File: src/rtl/burst_transceiver_seq.sv
// Burst TX/RX sequencer: DAC bring-up, guarded antenna switching, initiator/transponder modes.
// Define BTS_STATS_EN to add saturating answered/timeout pulse counters.
module burst_transceiver_seq #(
  parameter int PULSE_CYCLES   = 4,
  parameter int GUARD_CYCLES   = 8,
  parameter int REPLY_CYCLES   = 8,
  parameter int TIMEOUT_CYCLES = 5000,
  parameter int MAX_BURST      = 8,
  localparam int BW = $clog2(MAX_BURST + 1)
) (
  input  logic          i_Clk,
  input  logic          i_Rst_L,
  input  logic          i_Mode,
  input  logic          i_Trigger,
  input  logic [BW-1:0] i_BurstLen,
  input  logic          i_ReceivedData,
  input  logic          i_DacReady,
  output logic          o_DacStart,
  output logic          o_Busy,
  output logic          o_DataIn,
  output logic          o_Start,
  output logic          o_Stop,
  output logic          o_AntennaTx,
  output logic          o_AntennaRx,
  output logic          o_EnAmp,
  output logic          o_EnRxPower,
  output logic          o_EnLna,
  output logic          o_Done,
  output logic          o_Timeout
`ifdef BTS_STATS_EN
  ,
  output logic [15:0]   o_OkCount,
  output logic [15:0]   o_ToCount
`endif
);

  localparam int M1 = (PULSE_CYCLES > GUARD_CYCLES) ? PULSE_CYCLES : GUARD_CYCLES;
  localparam int M2 = (REPLY_CYCLES > M1) ? REPLY_CYCLES : M1;
  localparam int MAXC = (TIMEOUT_CYCLES > M2) ? TIMEOUT_CYCLES : M2;
  localparam int CW = $clog2(MAXC + 1);

  localparam logic [CW-1:0] PULSE_END = CW'(PULSE_CYCLES - 1);
  localparam logic [CW-1:0] GUARD_END = CW'(GUARD_CYCLES - 1);
  localparam logic [CW-1:0] REPLY_END = CW'(REPLY_CYCLES - 1);
  localparam logic [CW-1:0] TMO_END   = CW'(TIMEOUT_CYCLES - 1);

  typedef enum logic [2:0] {
    S_DAC, S_IDLE, S_TXG, S_TXP,
    S_RXG, S_RXW, S_RXL, S_RPW
  } state_t;

  state_t r_State, w_Next;
  logic [CW-1:0] r_Cnt;
  logic [BW-1:0] r_Left;
  logic r_Init, r_RxSeen;
  logic [1:0] r_TrigSync, r_RxSync;
  logic r_TrigD, r_RxD;
  logic w_TrigRise, w_RxRise, w_RxFall;
  logic w_Timed, w_PulseEnd;

  always_ff @(posedge i_Clk or negedge i_Rst_L) begin
    if (!i_Rst_L) begin
      r_TrigSync <= '0;
      r_RxSync   <= '0;
      r_TrigD    <= 1'b0;
      r_RxD      <= 1'b0;
    end else begin
      r_TrigSync <= {r_TrigSync[0], i_Trigger};
      r_RxSync   <= {r_RxSync[0], i_ReceivedData};
      r_TrigD    <= r_TrigSync[1];
      r_RxD      <= r_RxSync[1];
    end
  end

  assign w_TrigRise = r_TrigSync[1] & ~r_TrigD;
  assign w_RxRise   = r_RxSync[1] & ~r_RxD;
  assign w_RxFall   = ~r_RxSync[1] & r_RxD;
  assign w_PulseEnd = (r_State == S_TXP) && (r_Cnt == PULSE_END);

  always_comb begin
    w_Next    = r_State;
    o_Done    = 1'b0;
    o_Timeout = 1'b0;
    unique case (r_State)
      S_DAC:  if (i_DacReady) w_Next = S_IDLE;
      S_IDLE: begin
        if (!i_Mode) w_Next = S_RXG;
        else if (w_TrigRise) w_Next = S_TXG;
      end
      S_TXG:  if (r_Cnt == GUARD_END) w_Next = S_TXP;
      S_TXP: begin
        if (r_Cnt == PULSE_END) begin
          w_Next = S_RXG;
          o_Done = ~r_Init;
        end
      end
      S_RXG: begin
        if (r_Cnt == GUARD_END) w_Next = r_Init ? S_RXW : S_RXL;
      end
      S_RXW: begin
        // an echo edge beats a simultaneous timeout
        o_Timeout = ~w_RxRise & (r_Cnt == TMO_END);
        if (w_RxRise || o_Timeout) begin
          if (r_Left != '0) begin
            w_Next = S_TXG;
          end else begin
            w_Next = S_IDLE;
            o_Done = 1'b1;
          end
        end
      end
      S_RXL: begin
        if (i_Mode) w_Next = S_IDLE;
        else if (r_RxSeen && w_RxFall) w_Next = S_RPW;
      end
      S_RPW:  if (r_Cnt == REPLY_END) w_Next = S_TXG;
      default: w_Next = S_DAC;
    endcase
  end

  assign w_Timed = (r_State == S_TXG) || (r_State == S_TXP) ||
                   (r_State == S_RXG) || (r_State == S_RXW) ||
                   (r_State == S_RPW);

  always_ff @(posedge i_Clk or negedge i_Rst_L) begin
    if (!i_Rst_L) begin
      r_State  <= S_DAC;
      r_Cnt    <= '0;
      r_Left   <= '0;
      r_Init   <= 1'b0;
      r_RxSeen <= 1'b0;
    end else begin
      r_State <= w_Next;
      if (w_Next != r_State) r_Cnt <= '0;
      else if (w_Timed) r_Cnt <= r_Cnt + CW'(1);
      if (w_Next != r_State) r_RxSeen <= 1'b0;
      else if (r_State == S_RXL && w_RxRise) r_RxSeen <= 1'b1;
      if (r_State == S_IDLE) r_Init <= i_Mode;
      if (r_State == S_IDLE && i_Mode && w_TrigRise)
        r_Left <= (i_BurstLen == '0) ? BW'(1) : i_BurstLen;
      else if (w_PulseEnd && r_Init && r_Left != '0)
        r_Left <= r_Left - BW'(1);
    end
  end

  assign o_DacStart  = (r_State == S_DAC);
  assign o_Busy      = (r_State != S_DAC) && (r_State != S_IDLE);
  assign o_AntennaTx = (r_State == S_TXG) || (r_State == S_TXP);
  assign o_EnAmp     = o_AntennaTx;
  assign o_AntennaRx = (r_State == S_RXG) || (r_State == S_RXW) ||
                       (r_State == S_RXL) || (r_State == S_RPW);
  assign o_EnRxPower = o_AntennaRx;
  assign o_EnLna     = o_AntennaRx;
  assign o_DataIn    = (r_State != S_TXP);
  assign o_Start     = (r_State == S_TXP) && r_Init;
  assign o_Stop      = i_ReceivedData && (r_State == S_RXW);

`ifdef BTS_STATS_EN
  logic [15:0] r_OkCount, r_ToCount;
  logic w_Answer;

  assign w_Answer = (r_State == S_RXW) && w_RxRise;

  always_ff @(posedge i_Clk or negedge i_Rst_L) begin
    if (!i_Rst_L) begin
      r_OkCount <= '0;
      r_ToCount <= '0;
    end else begin
      if (w_Answer && r_OkCount != 16'hFFFF)
        r_OkCount <= r_OkCount + 16'd1;
      if (o_Timeout && r_ToCount != 16'hFFFF)
        r_ToCount <= r_ToCount + 16'd1;
    end
  end

  assign o_OkCount = r_OkCount;
  assign o_ToCount = r_ToCount;
`endif

endmodule
File: config.mk
export PLATFORM = sky130hd
export DESIGN_NAME = burst_transceiver_seq
export DESIGN_NICKNAME = d
export VERILOG_FILES = /design/src/rtl/burst_transceiver_seq.sv
export SDC_FILE = /design/constraint.sdc
export NUM_CORES = 1
export LEC_CHECK = 0
export ABC_AREA = 0
export BUFFER_PORTS_ARGS = -buffer_cell sky130_fd_sc_hd__buf_4
export CORE_MARGIN = 2
export CORE_UTILIZATION = 37
export CTS_CLUSTER_DIAMETER = 120
export DETAILED_ROUTE_END_ITERATION = 8
export SLEW_MARGIN = 15
export SYNTH_ARGS = -nofsm -noshare
export SYNTH_HDL_FRONTEND = slang
export SYNTH_SLANG_ARGS = --single-unit
export TNS_END_PERCENT = 30
File: constraint.sdc
create_clock -name i_Clk -period 4.5 [get_ports i_Clk]
set_input_delay 0.9 -clock i_Clk [delete_from_list [all_inputs] [get_ports i_Clk]]
set_output_delay 0.9 -clock i_Clk [all_outputs]
set_load 0.05 [all_outputs]
==> results of run 1 <==
-- cell families (layout without fill, tap and decap cells) --
logic type,count (synthesis),after routing,share of synthesized area
and+or+nand+nor,88,88,0.290
AOI/OAI and AO/OA,35,35,0.136
DFF,28,28,0.392
buffers and inverters,18,34,0.0552
xor gates and xnor gates,15,15,0.0734
adders and majority gates,6,6,0.0420
muxes,2,2,0.0119
-- per-stage QoR --
step                std cells  worst slack [ps]   util
detailed placement        258              1480  0.415
finish                    262              1250  0.427
CTS                       262              1270  0.427
global route              262              1040  0.427
global placement          258              1510  0.415
floorplan                 192              1150      -
-- worst max-delay path, delay by kind of cell (launching register included) --
family                 cells  cell delay, ps
buffers and inverters      3             640
DFF                        1             700
and+or+nand+nor            2             580
AOI/OAI and AO/OA          1             160
-- synthesized netlist by cell type (2+ instances only) --
cell type  number  area (um^2)
dfrtp_1        28          701
nor3_1         22          110
nor2_1         15         56.3
nand2_1        13         48.8
xor2_1         10         87.6
inv_1           9         33.8
a21oi_1         8         40.0
nand3_1         7         35.0
o21ai_0         7         35.0
ha_1            6         75.1
xnor2_1         5         43.8
buf_2           4         20.0
nand4_1         4         25.0
nor2b_1         4         25.0
a31oi_1         3         18.8
buf_4           3         22.5
and2_1          2         12.5
and3_1          2         12.5
buf_6           2         22.5
nand2b_1        2         12.5
nor4_4          2         42.5
o22ai_1         2         12.5
or3_1           2         12.5
-- state kept, by name (all words and copies together) (netlist names) --
name and cells:
r_State 3, r_Left 4, r_Cnt 13, r_RxSeen 1, r_RxD 1, r_TrigSync 2, r_Init 1, r_TrigD 1
r_RxSync 2
-- power breakdown --
group          switching [W]  internal, W
Sequential         0.0000773     0.000295
Clock              0.0000789    0.0000784
Combinational       0.000433     0.000219
-- worst paths after layout --
path,to,slack (ps),cells past startpoint
min in group asynchronous,r_TrigSync[0],530,1
max in group asynchronous,r_Cnt[10],3700,1
max,o_Done,1250,6
min,r_TrigSync[1],350,0
min reg2reg,r_TrigSync[1],350,0
max reg2reg,r_Cnt[10],1420,8
-- layer usage --
metal | up-vias | global-route usage | part of all wire | wire length [um]
met5 | - | 0 | 0 | 0
met4 | 0 | 0.0485 | 0.014 | 52
met3 | 4 | 0.0206 | 0.059 | 224
met2 | 55 | 0.228 | 0.45 | 1700
met1 | 706 | 0.218 | 0.48 | 1840
li1 | 722 | - | - | -
-- area by class of cell --
class | count | share of cell area
clock buffer | 4 | 0.0275
sequential | 28 | 0.350
tap | 54 | 0.0337
multi-input combinational | 146 | 0.494
inverter | 9 | 0.0169
timing repair buffer | 21 | 0.0787
==> results.json, run 1 <==
{
  "area_growth_pct": 12.0,
  "grt_start_max_net_pins": 29,
  "synth_edf_count": 0,
  "grt_pass1_wl_um": 6310,
  "design_area_mm2": 0.00200,
  "n_fill_cell": 468,
  "crit_type": "register to primary output",
  "final.setup.tns_ps": 0,
  "post_cts_buffers": 0,
  "synthArstFlopShare": 1.00,
  "p_per_area_mw_per_mm2": 589,
  "hold_violations": 0,
  "setup_viol": 0,
  "tightest_slew_ps": 708,
  "synth_cell_types": 53,
  "register_area_um2": 701,
  "clock_path_buffers": 2,
  "max_slew_margin": 0.528,
  "critPathMaxStageDelay_ps": 700,
  "multiInputGateArea_um2": 990,
  "diodes": 0,
  "ys_ff_latch": 28,
  "core_area_mm2": 0.00469,
  "avgSynthCellArea_um2": 9.32,
  "die_area_mm2": 0.00541,
  "status": "finished clean",
  "syn_area_mm2": 0.00179,
  "syn_inst": 192,
  "slowest_stage": "dfrtp_1",
  "io_pins": 22,
  "min_period_ps": 3250,
  "cts.reportedPaths.clkPinSlew_ps": 90,
  "drive_gt1_frac": 0.178,
  "yosys_most_used_dff": "dfrtp_1",
  "antenna_found_initial": 0,
  "place_area_mm2": 0.00195,
  "critPathArrivalTime_ps": 2350,
  "final.setup_skew_ps": 5.29,
  "cp-startpoint": "r_State[1]",
  "clock.fmax_mhz": 307,
  "cts_tree": "yes",
  "place.gp.congestion": 0.883,
  "cts_sinks": 28,
  "clk_latency_ps": 280,
  "cts_resized": 0,
  "p_leak_nw": 0.841,
  "ys_warn_count": 0,
  "layout.nets": 225,
  "cts-htree-levels": 1,
  "clockRootBuffer": "clkbuf_8",
  "grtUsageTotal": 0.149,
  "cp-start-kind": "register",
  "via_per_inst": 5.68,
  "cts_hold_buf": 0,
  "min_path_type": "register to register",
  "wl_per_cell_um": 14.5,
  "crit_path_frequent_cell": "inv_1",
  "period_share": 0.723,
  "hold_slack_ps": 354,
  "syn-num-nets": 208,
  "crit-reg2reg-launch": "r_State[1]",
  "grt-ovfl-total": 0,
  "maxCapViolations": 0,
  "io_buffer_count": 21,
  "cp_max_fo": 19,
  "critPathRequiredTime_ps": 3600,
  "crit_chain": "inv_1 > nor3_1 > inv_1 > nor2_1 > a22o_1 > buf_4",
  "slew_viol_final": 0,
  "die_h_um": 73.5,
  "grt_pass1_vias": 1347,
  "numCtsBuffers": 3,
  "die_x_um": 73.5,
  "min_from": "r_TrigSync[0]",
  "peakVddDrop_v": 0.000263,
  "detail_route.first_pass.iterations": 4,
  "rows": 25,
  "wl_um": 3810,
  "dp_hpwl_um": 2780,
  "final_cell_mix": "dfrtp_1 (28), nor3_1 (22), buf_4 (21), nor2_1 (15), nand2_1 (13)",
  "finalPower_w": 0.00118,
  "start_util": 0.381,
  "drc_errors": 0,
  "rsz0062_at_grt": "false",
  "worstSetupEndpointType": "primary output",
  "final_common_cell": "dfrtp_1",
  "drt_iter0_markers": 175,
  "vias": 1487,
  "postRouteAntennaNets": 0,
  "synth-seq-area-share": 0.392
}
Power figures use the tool's default switching activity.
==> inputs of run 2 (changes only) <==
--- a/config.mk
+++ b/config.mk
@@ -5,7 +5,7 @@
 export SDC_FILE = /design/constraint.sdc
 export NUM_CORES = 1
 export LEC_CHECK = 0
-export ABC_AREA = 0
+export ABC_AREA = 1
 export BUFFER_PORTS_ARGS = -buffer_cell sky130_fd_sc_hd__buf_4
 export CORE_MARGIN = 2
 export CORE_UTILIZATION = 37
==> constraint.sdc (replaced) <==
create_clock -name i_Clk -period 3.4 [get_ports i_Clk]
set_input_delay 0.68 -clock i_Clk [delete_from_list [all_inputs] [get_ports i_Clk]]
set_output_delay 0.68 -clock i_Clk [all_outputs]
set_load 0.05 [all_outputs]
==> results.json, run 2 <==
{
  "reg_top3": "r_Cnt (13), r_Left (4), r_State (3)",
  "setup_viol": 0,
  "grt-ovfl-total": 0,
  "synth-seq-area-share": 0.392,
  "die_area_mm2": 0.00540,
  "r2r_slack_ps": 1030,
  "peakVddDrop_v": 0.000296,
  "ys_ff_latch": 28,
  "min_path_type": "input port to async pin",
  "min_period_ps": 2520,
  "crit-reg2reg-launch": "r_State[1]",
  "reg2reg_depth": 11,
  "syn-num-nets": 255,
  "die_h_um": 73.5,
  "wl_per_cell_um": 11.1,
  "final.setup_skew_ps": 6.85,
  "final_cell_mix": "nand2_1 (54), inv_1 (32), dfrtp_1 (28), nor2_1 (26), nand3_1 (22)",
  "critPathRequiredTime_ps": 2720,
  "io_buffer_count": 21,
  "yosys_most_used_dff": "dfrtp_1",
  "drive_gt1_frac": 0.208,
  "grt_pass1_vias": 1374,
  "routed-wl-met2_um": 1580,
  "final.setup.tns_ps": 0,
  "vias": 1497,
  "grt_pass1_wl_um": 6180,
  "cts_hold_buf": 0,
  "postRouteAntennaNets": 0,
  "wl_um": 3500,
  "largest_register": "r_Cnt",
  "critPathArrivalTime_ps": 1840,
  "cp_max_fo": 9,
  "tightest_slew_ps": 761,
  "syn_area_mm2": 0.00179,
  "post_cts_buffers": 0,
  "status": "finished clean",
  "yosysTopAreaCellShare": 0.392,
  "cts-htree-levels": 1,
  "cts.reportedPaths.clkPinSlew_ps": 100,
  "dp_hpwl_um": 2700,
  "largest_reg_flops": 13,
  "core_area_mm2": 0.00469,
  "hold_violations": 0,
  "cts_resized": 0,
  "via_per_inst": 4.77,
  "avgSynthCellArea_um2": 7.48,
  "synth_cell_types": 29,
  "diodes": 0,
  "detail_route.first_pass.iterations": 4,
  "maxCapViolations": 0,
  "drc_errors": 0,
  "start_util": 0.381,
  "slew_viol_final": 0,
  "cp-start-kind": "register",
  "synth_edf_count": 0,
  "max_slew_margin": 0.488,
  "rows": 25,
  "cp-startpoint": "r_State[1]",
  "period_share": 0.742,
  "top_layer_used": "met4",
  "synthArstFlopShare": 1.00,
  "crit_type": "register to primary output",
  "drt_iter0_markers": 113,
  "place.gp.congestion": 0.910,
  "area_growth_pct": 13.8,
  "syn_inst": 239,
  "antenna_found_initial": 0,
  "worstSetupEndpointType": "primary output",
  "final_common_cell": "nand2_1",
  "synthTopCellsByArea": "dfrtp_1 (39%), nand2_1 (11%), inv_1 (6.7%), nand3_1 (6.2%), nor2_1 (5.5%)",
  "wl_met1_um": 1690,
  "cts_sinks": 28,
  "p_per_area_mw_per_mm2": 729,
  "clock_path_buffers": 2,
  "io_pins": 22,
  "clock.fmax_mhz": 397,
  "cts_tree": "yes",
  "clk_latency_ps": 280,
  "numCtsBuffers": 3,
  "layout.nets": 277,
  "p_leak_nw": 1.04,
  "ys_warn_count": 0,
  "die_x_um": 73.5,
  "synth.most_common_cell": "nand2_1",
  "rsz0062_at_grt": "false",
  "grtUsageTotal": 0.147,
  "hold_slack_ps": 301,
  "route.met3.wl_um": 159,
  "clockRootBuffer": "clkbuf_8",
  "synthTopCellsByCount": "nand2_1 (54), inv_1 (32), dfrtp_1 (28)",
  "yosysTopAreaCell": "dfrtp_1",
  "grt_start_max_net_pins": 29
}
run 2: critical path, stage by stage, from the launching register on:
cell	delay, ps
dfrtp_1	540
inv_2	150
nor3_2	300
nand3_2	160
o22ai_1	190
buf_4	230
run 2: layout make-up:
type / instances / area, um^2
multi-input combinational: 170 / 915
fill: 483 / 2660
sequential: 28 / 701
inverter: 37 / 139
tap: 54 / 67.6
clock buffer: 4 / 55.1
timing repair buffer: 21 / 158
run 2: metrics by stage:
step	instances	total power [W]	instance area, um^2	worst slack, ps	util
after detailed placement	310	0.00128	1980	1040	0.422
final	314	0.00148	2030	878	0.434
after floorplan	239	0.00114	1790	799	-
after global placement	310	0.00129	1980	1080	0.422
after global routing	314	0.00162	2030	671	0.434
after CTS	314	0.00150	2030	871	0.434
run 2: cells by family (layout without fill, tap and decap cells):
| group | Yosys count | after routing | share of synthesized area |
|---|---|---|---|
| muxes | 1 | 1 | 0.00560 |
| buffers and inverters | 41 | 62 | 0.0966 |
| AOI/OAI and AO/OA | 20 | 20 | 0.0623 |
| adders and majority gates | 6 | 6 | 0.0420 |
| DFF | 28 | 28 | 0.392 |
| xor gates and xnor gates | 10 | 10 | 0.0490 |
| and+or+nand+nor | 133 | 133 | 0.353 |
run 2: worst paths after layout:
| path | to |
|---|---|
| min reg2reg | r_RxSync[1] |
| max | o_Done |
| max reg2reg | r_Cnt[2] |
| min in group i_Clk | r_RxSync[1] |
| min | r_State[2] |
| max in group asynchronous | r_Cnt[7] |
run 2: metal layers:
metal,GRT usage,vias up
li1,-,794
met1,0.202,664
met3,0.0302,6
met2,0.229,33
met4,0.0485,0
met5,0,-
run 2: report_power, final:
group          switching [W]  internal [W]  leakage (nW)
sequential         0.0000606      0.000388         0.362
combinational       0.000575      0.000251         0.653
clock               0.000105      0.000104        0.0288
total               0.000741      0.000742          1.04
==> inputs of run 3 (changes only) <==
--- a/config.mk
+++ b/config.mk
@@ -5,7 +5,7 @@
 export SDC_FILE = /design/constraint.sdc
 export NUM_CORES = 1
 export LEC_CHECK = 0
-export ABC_AREA = 1
+export ABC_AREA = 0
 export BUFFER_PORTS_ARGS = -buffer_cell sky130_fd_sc_hd__buf_4
 export CORE_MARGIN = 2
 export CORE_UTILIZATION = 37
==> constraint.sdc (replaced) <==
create_clock -name i_Clk -period 2.6 [get_ports i_Clk]
set_input_delay 0.52 -clock i_Clk [delete_from_list [all_inputs] [get_ports i_Clk]]
set_output_delay 0.52 -clock i_Clk [all_outputs]
set_load 0.05 [all_outputs]
==> results.json, run 3 (synthesized netlist as in run 1, its figures left out) <==
{
  "cts_tree": "yes",
  "crit_type": "register to primary output",
  "intPower_w": 0.00109,
  "power_frac_comb": 0.589,
  "multiInputGateArea_mm2": 0.00100,
  "grt_pass1_wl_um": 6400,
  "io_pins": 22,
  "status": "finished clean",
  "rsz0062_at_grt": "false",
  "dp_cells": 265,
  "sequentialPowerShare": 0.284,
  "cp_max_fo": 6,
  "tightest_slew_ps": 510,
  "cts_sinks": 28,
  "hold_violations": 0,
  "place_area_mm2": 0.00201,
  "swShare": 0.484,
  "period_share": 0.949,
  "p_per_area_mw_per_mm2": 1020,
  "core_area_mm2": 0.00469,
  "stdcell_count": 269,
  "vias": 1502,
  "die_x_um": 73.5,
  "clockPowerShare": 0.126,
  "peakVddDrop_v": 0.000474,
  "switching_power_w": 0.00102,
  "drt_iter0_markers": 118,
  "diodes": 0,
  "grt_start_max_net_pins": 29,
  "critPathArrivalTime_ps": 1950,
  "die_area_mm2": 0.00541,
  "area_growth_pct": 15.7,
  "final.setup.tns_ps": 0,
  "critPathRequiredTime_ps": 2080,
  "setup_viol": 0,
  "slew_viol_final": 0,
  "clk_latency_ps": 270,
  "register_area_um2": 702,
  "largest_register": "r_Cnt",
  "final.setup_skew_ps": 4.70,
  "place.gp.congestion": 0.914,
  "cts_hold_buf": 0,
  "die_h_um": 73.5,
  "cts-htree-levels": 1,
  "n_fill_cell": 485,
  "min_path_type": "input port to async pin",
  "start_util": 0.381,
  "layout_setup_ws_ps": 132,
  "drc_errors": 0,
  "reg_top3": "r_Cnt (13), r_Left (4), r_State (3)",
  "clock.fmax_mhz": 405,
  "design_area_mm2": 0.00207,
  "postRouteAntennaNets": 0,
  "p_leak_nw": 0.873,
  "io_buffer_count": 21,
  "rows": 25,
  "grt-ovfl-total": 0,
  "final_cell_mix": "buf_4 (28), dfrtp_1 (27), nor3_1 (21), nor2_1 (15), nand2_1 (13)",
  "antenna_found_initial": 0,
  "final_common_cell": "buf_4",
  "grtUsageTotal": 0.151,
  "cp-start-kind": "register",
  "cts.reportedPaths.clkPinSlew_ps": 90,
  "detail_route.first_pass.iterations": 5,
  "maxCapViolations": 0,
  "via_per_inst": 5.58,
  "dp_slack_ps": 150,
  "layout.nets": 232,
  "largest_reg_flops": 13,
  "drive_gt1_frac": 0.219,
  "dp_hpwl_um": 2890,
  "wl_per_cell_um": 14.4,
  "max_slew_margin": 0.651,
  "clockRootBuffer": "clkbuf_8",
  "grt_pass1_vias": 1357,
  "numCtsBuffers": 3,
  "min_period_ps": 2470,
  "wl_um": 3890,
  "worstSetupEndpointType": "primary output",
  "clock_path_buffers": 2
}
## run 3: what timing repair did
action / CTS / global route
setup buffers: 0 / 0
setup endpoints to repair: 0 / 15
resized for setup: 0 / 2
## run 3: worst paths after layout
check	slack, ps	to	startpoint	cells past startpoint
worst max-delay path	130	o_Done	r_Cnt[4]	5
worst min-delay path	160	r_Left[3]	i_Rst_L	1
worst max register to register	260	r_RxSeen	r_State[2]	9
worst min register to register	360	r_RxSync[1]	r_RxSync[0]	0
max in group asynchronous	2160	r_State[2]	i_Rst_L	1
min in group i_Clk	350	r_TrigSync[0]	i_Trigger	1
## run 3: layer usage
metal  up-vias  global-route usage  wire length (um)
met5         -                   0                 0
met4         0              0.0404                35
met3         4              0.0178               114
met2        35               0.233              1730
met1       726               0.224              2010
li1        737                   -                 -
## run 3: power groups by stage
stage | Sequential, W | Clock [W] | Combinational (W)
detailed placement | 0.000608 | 0 | 0.00125
finish | 0.000601 | 0.000267 | 0.00125
floorplan | 0.000571 | 0 | 0.00102
global placement | 0.000604 | 0 | 0.00125
CTS | 0.000599 | 0.000280 | 0.00125
global route | 0.000612 | 0.000291 | 0.00136
## run 3: through the flow
step / total power (W) / hold WS [ps] / util
after floorplan: 0.00159 / 224 / -
after global placement: 0.00186 / 332 / 0.428
after detailed placement: 0.00186 / 339 / 0.428
after CTS: 0.00213 / 159 / 0.440
after global routing: 0.00226 / 179 / 0.441
final: 0.00212 / 156 / 0.441
## run 3: cell type report
cell class,instances,area share
Multi-Input combinational cell,146,0.484
Sequential cell,28,0.339
Timing Repair Buffer,28,0.102
Tap cell,54,0.0326
Clock buffer,4,0.0266
Inverter,9,0.0163
## run 3: worst max-delay path, stage by stage, from the launching register on
cell     delay (ps)
dfrtp_1         450
nor4_4          430
nand4_4         200
nor2_1          230
a22o_1          170
buf_4           190
